--- config.mk ---
export PLATFORM = sky130hd
export DESIGN_NAME = mem_access_ctrl
export DESIGN_NICKNAME = d
export VERILOG_FILES = /design/src/rtl/mem_access_ctrl.sv
export SDC_FILE = /design/constraint.sdc
export NUM_CORES = 1
export LEC_CHECK = 0
export ABC_CLOCK_PERIOD_IN_PS = 2050
export CORE_MARGIN = 2
export CORE_UTILIZATION = 46
export DETAILED_ROUTE_END_ITERATION = 8
export PLACE_DENSITY = 0.84
export SLEW_MARGIN = 20
export SYNTH_ARGS = -nofsm -noshare
export SYNTH_HDL_FRONTEND = slang
export SYNTH_SLANG_ARGS = --single-unit
--- constraint.sdc ---
create_clock -name clk -period 2.05 [get_ports clk]
set_clock_uncertainty 0.2 [all_clocks]
set_input_delay 0.41 -clock clk [delete_from_list [all_inputs] [get_ports clk]]
set_output_delay 0.41 -clock clk [all_outputs]
set_load 0.005 [all_outputs]
--- src/rtl/mem_access_ctrl.sv ---
// Load/store unit for a word-addressed memory (asynchronous read, negedge write).
// Sub-word loads are extracted and extended; sub-word stores use read-modify-write.
module mem_access_ctrl #(
    parameter int unsigned AW = 10
) (
    input  logic          clk,
    input  logic          rst,
    input  logic          req,
    input  logic          we,
    input  logic [1:0]    size,
    input  logic          sign_ext,
    input  logic [31:0]   addr,
    input  logic [31:0]   wdata,
    output logic          ready,
    output logic          done,
    output logic          err,
    output logic [31:0]   rdata,
    output logic [AW-1:0] dm_addr,
    output logic [31:0]   dm_din,
    output logic          dm_we,
    input  logic [31:0]   dm_dout
);

    typedef enum logic [1:0] {
        StIdle,
        StRead,
        StWrite,
        StDone
    } state_e;

    localparam logic [1:0] SzByte = 2'b00;
    localparam logic [1:0] SzHalf = 2'b01;

    state_e        state_q;
    logic [AW+1:0] addr_q;
    logic [31:0]   wdata_q;
    logic [31:0]   rbuf_q;
    logic [31:0]   rdata_q;
    logic [1:0]    size_q;
    logic          we_q;
    logic          sign_q;
    logic          done_q;
    logic          err_q;

    logic          misaligned;
    logic [7:0]    ld_byte;
    logic [15:0]   ld_half;
    logic [31:0]   ld_value;

    // Upper address bits fall outside the memory and are dropped (address wrap).
    logic unused_addr;
    assign unused_addr = ^addr[31:AW+2];

    always_comb begin
        unique case (size)
            SzByte:  misaligned = 1'b0;
            SzHalf:  misaligned = addr[0];
            default: misaligned = (addr[1:0] != 2'b00);
        endcase
    end

    always_comb begin
        ld_byte  = 8'h00;
        ld_half  = addr_q[1] ? dm_dout[31:16] : dm_dout[15:0];
        ld_value = dm_dout;
        unique case (addr_q[1:0])
            2'd0: ld_byte = dm_dout[7:0];
            2'd1: ld_byte = dm_dout[15:8];
            2'd2: ld_byte = dm_dout[23:16];
            2'd3: ld_byte = dm_dout[31:24];
            default: ld_byte = 8'h00;
        endcase
        unique case (size_q)
            SzByte:  ld_value = {{24{sign_q & ld_byte[7]}}, ld_byte};
            SzHalf:  ld_value = {{16{sign_q & ld_half[15]}}, ld_half};
            default: ld_value = dm_dout;
        endcase
    end

    // Merge store data into the word captured during READ.
    always_comb begin
        dm_din = rbuf_q;
        unique case (size_q)
            SzByte: begin
                unique case (addr_q[1:0])
                    2'd0: dm_din[7:0]   = wdata_q[7:0];
                    2'd1: dm_din[15:8]  = wdata_q[7:0];
                    2'd2: dm_din[23:16] = wdata_q[7:0];
                    2'd3: dm_din[31:24] = wdata_q[7:0];
                    default: dm_din = rbuf_q;
                endcase
            end
            SzHalf: begin
                if (addr_q[1]) begin
                    dm_din[31:16] = wdata_q[15:0];
                end else begin
                    dm_din[15:0] = wdata_q[15:0];
                end
            end
            default: dm_din = wdata_q;
        endcase
    end

    always_ff @(posedge clk) begin
        if (rst) begin
            state_q <= StIdle;
            addr_q  <= '0;
            wdata_q <= '0;
            rbuf_q  <= '0;
            rdata_q <= '0;
            size_q  <= '0;
            we_q    <= 1'b0;
            sign_q  <= 1'b0;
            done_q  <= 1'b0;
            err_q   <= 1'b0;
        end else begin
            done_q <= 1'b0;
            err_q  <= 1'b0;
            unique case (state_q)
                StIdle: begin
                    if (req) begin
                        addr_q  <= addr[AW+1:0];
                        wdata_q <= wdata;
                        size_q  <= size;
                        we_q    <= we;
                        sign_q  <= sign_ext;
                        if (misaligned) begin
                            err_q   <= 1'b1;
                            done_q  <= 1'b1;
                            state_q <= StDone;
                        end else if (we && size[1]) begin
                            state_q <= StWrite;
                        end else begin
                            state_q <= StRead;
                        end
                    end
                end
                StRead: begin
                    rbuf_q <= dm_dout;
                    if (we_q) begin
                        state_q <= StWrite;
                    end else begin
                        rdata_q <= ld_value;
                        done_q  <= 1'b1;
                        state_q <= StDone;
                    end
                end
                StWrite: begin
                    done_q  <= 1'b1;
                    state_q <= StDone;
                end
                StDone: begin
                    state_q <= StIdle;
                end
                default: state_q <= StIdle;
            endcase
        end
    end

    assign ready   = (state_q == StIdle);
    assign dm_we   = (state_q == StWrite);
    assign dm_addr = addr_q[AW+1:2];
    assign done    = done_q;
    assign err     = err_q;
    assign rdata   = rdata_q;

endmodule

==> results.toml <==
[worst_setup_path]
critical_path.most_common_cell = "buf_6"
critical_path.cell_chain = "buf_4 > nor2b_4 > buf_6 > o21ai_4 > buf_6 > mux2_4 > buf_6"
reg2regPathDepth = 9
crit_type = "reg2out"
crit_path_max_fanout = 6
cp-end-kind = "output port"
cp.buffers_inverters = 4
cp_max_stage_delay_ns = 0.38
critical_path_arrival_ns = 1.88
critical-path-top-delay-family = "buffers and inverters"
crit_path_top_delay_cell = "dfxtp_4"
cp.depth = 7
worstPathRequired_ns = 1.44
start_kind = "flop"

[grt]
first_global_vias = 5587
maximum_number_of_pins_on_one_net_before_global_route_repair = 59
grt_use_total = 0.3117
grt_first_pass_wirelength_mm = 30.57
globalRoute.totalOverflow = 0
grt_antenna_before_repair = 0

[finish]
layout-area-overhead-vs-synth_pct = 55.87
final_design_area_no_fill_um2 = 8175
final_net_count = 932
final_cell_count_no_fill = 978
filler_cell_count = 699
drive_gt1_frac = 0.2232
antenna-diode-count = 0

[synthesis]
mappedNetlistArea_um2 = 5245
yosys.cell_count.top_type = "nand2_1"
synth_ff_type = "dfxtp_1"
synthesis.yosys.warnings = 0
ys_top_cells_by_count = "nand2_1 (141), dfxtp_1 (116), a21oi_1 (66)"
synth_top_area_frac = 0.4427
synth_top_cells_by_area = "dfxtp_1 (44%), nand2_1 (10%), mux2i_1 (8.2%)"
synth_enable_flop_cells = 0
synth_largest_area_cell = "dfxtp_1"
count_of_unique_library_cells_instantiated_by_yosys = 38
syn_avg_cell_area_um2 = 8.221
total_nets_after_synthesis = 745
postSynth.asyncResetShare = 0
synth_seq_cells = 116
syn-instance-count = 638
seq_area_frac_synth = 0.4427

[route]
dr_total_vias = 6093
detail_route.first_pass.iterations = 8
postRouteAntennaNets = 0
via_per_inst = 6.230
initial_detailed_routing_violation_count = 741
met2WireLength_mm = 9.968
avgRoutedWirePerCell_um = 21.99
drc = 0
detailroute.wirelength.met3_mm = 2.296
wl_met1_mm = 7.852
dr.max_layer_used = "met4"
wirelength_mm = 21.51

[power_and_ir_drop]
power.share.combinational = 0.382
peakVddDrop_uv = 914.7
power.share.switching = 0.3325
power.leakage_uw = 0.003234
clock_power_share = 0.316
net-switching-power_uw = 3583
power_frac_seq = 0.303
pwr_density_cell_nw_per_um2 = 1318
cell_internal_pwr_uw = 7193

[hold_path]
timing.hold.worst_path_depth = 2
min-delay-path-class = "reg2reg"

[sta]
max_freq_mhz = 401.7
finalMaxSlewViolations = 0
final_setup_violations = 40
max_slew.worst_pin.slew_ns = 0.5791
post-route-worst-setup-slack_ns = -0.4397
grt_setup_unrepaired = "yes"
finalCriticalPeriod_ns = 2.490
timing.setup.tns_ns = -10.79
slew-limit-headroom = 0.6139
fin_crit_sh = 1.214
final-hold-violation-count = 0

[place]
dpl_wire_length_mm = 12.17
placement_stage_worst_setup_slack_ns = -0.3180
gp_congestion = 0.8796
numPlacedInstances = 924
placement.cell_area_um2 = 7108
count_of_port_buffers_added_during_placement = 160

[run_status]
outcome = "finished with violations"
violations = "setup timing"

[clock_tree]
cts_tree = "built"
clk_transition_reported_paths_ns = 0.05
clockRootBuffer = "clkbuf_16"
cts.sinks = 116
cts-buffers-inserted = 17
htreeDepth = 4
clock_tree_buf_depth = 2
clk_lat_worst_skew_ns = 0.41
postCtsHoldBufs = 0

[run]
timing.max_cap.violations = 0

[floorplanning]
core_um2 = 10980
boundaryPins = 181
rows = 38
die_x_um = 110.8
die_h_um = 110.8
initial_utilization = 0.4776
dieArea_um2 = 12270
repair_timing:
action                     4_1_cts  5_1_grt
buffers inserted                14        8
setup endpoints to repair       37       42
pin swaps                       34       25
resized for setup              219       13
gates cloned                     2        0
hold endpoints to repair         0        0
path summary, 6_finish.rpt:
| path | end | startpoint | slack [ns] |
|---|---|---|---|
| min reg2reg | addr_q[10]$_SDFFE_PP0P_ | addr_q[10]$_SDFFE_PP0P_ | 0.26 |
| max | dm_din[1] | size_q[0]$_SDFFE_PP0P_ | -0.44 |
| min | addr_q[10]$_SDFFE_PP0P_ | addr_q[10]$_SDFFE_PP0P_ | 0.26 |
| max reg2reg | rdata[2]$_SDFFE_PP0P_ | size_q[0]$_SDFFE_PP0P_ | -0.05 |
area by class of cell:
type	count	area [um2]	share of cell area
clock inverters	8	167.7	0.02051
repair buffers	230	2127	0.2602
flip-flops and latches	116	2340	0.2862
well taps	140	175.2	0.02143
clock buffers	24	511.7	0.06260
multi-input cells	448	2806	0.3433
inverters	12	47.55	0.005816
worst register-to-register path: cells and delay by family, from the launching register on:
family / cells / cell delay [ns]
compound gates: 2 / 0.41
flops: 1 / 0.37
buf+inv: 5 / 0.68
simple gates: 2 / 0.32
power by group through the flow:
stage	clock, uW	sequential [uW]	combinational [uW]
2_1_floorplan	0	3110	1910
3_3_place_gp	0	3160	3470
3_5_place_dp	0	3190	3550
4_1_cts	3370	3200	3800
5_1_grt	3520	3290	4350
6_report	3400	3260	4110
stage by stage:
step / hold slack, ns / utilization / power, uW
CTS: 0.2574 / 0.7330 / 10360
finish: 0.2577 / 0.7444 / 10780
floorplan: 0.2364 / - / 5026
global placement: 0.2414 / 0.6472 / 6628
detailed placement: 0.2505 / 0.6472 / 6745
global route: 0.2760 / 0.7444 / 11160
placed cells by master (no fill, tap or decap), types with 3 or more instances in the layout:
cell type and count:
mux2i_1 37, buf_12 6, mux2_4 8, buf_2 26, inv_2 3, a222oi_1 7, clkdlybuf4s50_1 125, clkbuf_16 17
a221o_1 8, bufinv_16 5, o21ai_1 16, a31oi_1 15, clkbuf_8 6, a21oi_1 65, inv_1 8, nor2_1 38
dfxtp_4 4, a211oi_1 4, a22oi_2 8, buf_6 20, a32oi_1 7, nand3_1 23, o21ai_0 26, mux2i_2 4
a22o_1 9, dfxtp_1 110, nand2_1 140, buf_4 51
logic make-up (layout without fill, tap and decap cells):
logic type               count (synthesis)  count (layout)  synth area share
AO/OA/AOI/OAI                          174             175            0.2104
buffers and inverters                   75             274           0.06942
adder cells (fa/ha/maj)                  4               4          0.009542
flip-flops                             116             116            0.4427
AND/OR/NAND/NOR                        218             218            0.1687
multiplexers                            51              51           0.09924
state kept, by name (all words and copies together), names as in the netlist:
name / count
sign_q: 1
err: 1
rdata: 32
addr_q: 12
state_q: 2
done: 1
we_q: 1
size_q: 2
wdata_q: 32
rbuf_q: 32
per-layer routing:
metal  global-route usage  up-vias
met5                    0        -
met4               0.1450        0
met3              0.07764      138
met2               0.5272      524
met1               0.3720     2826
li1                     -     2605
No activity file was read; power rests on OpenSTA's default activity.
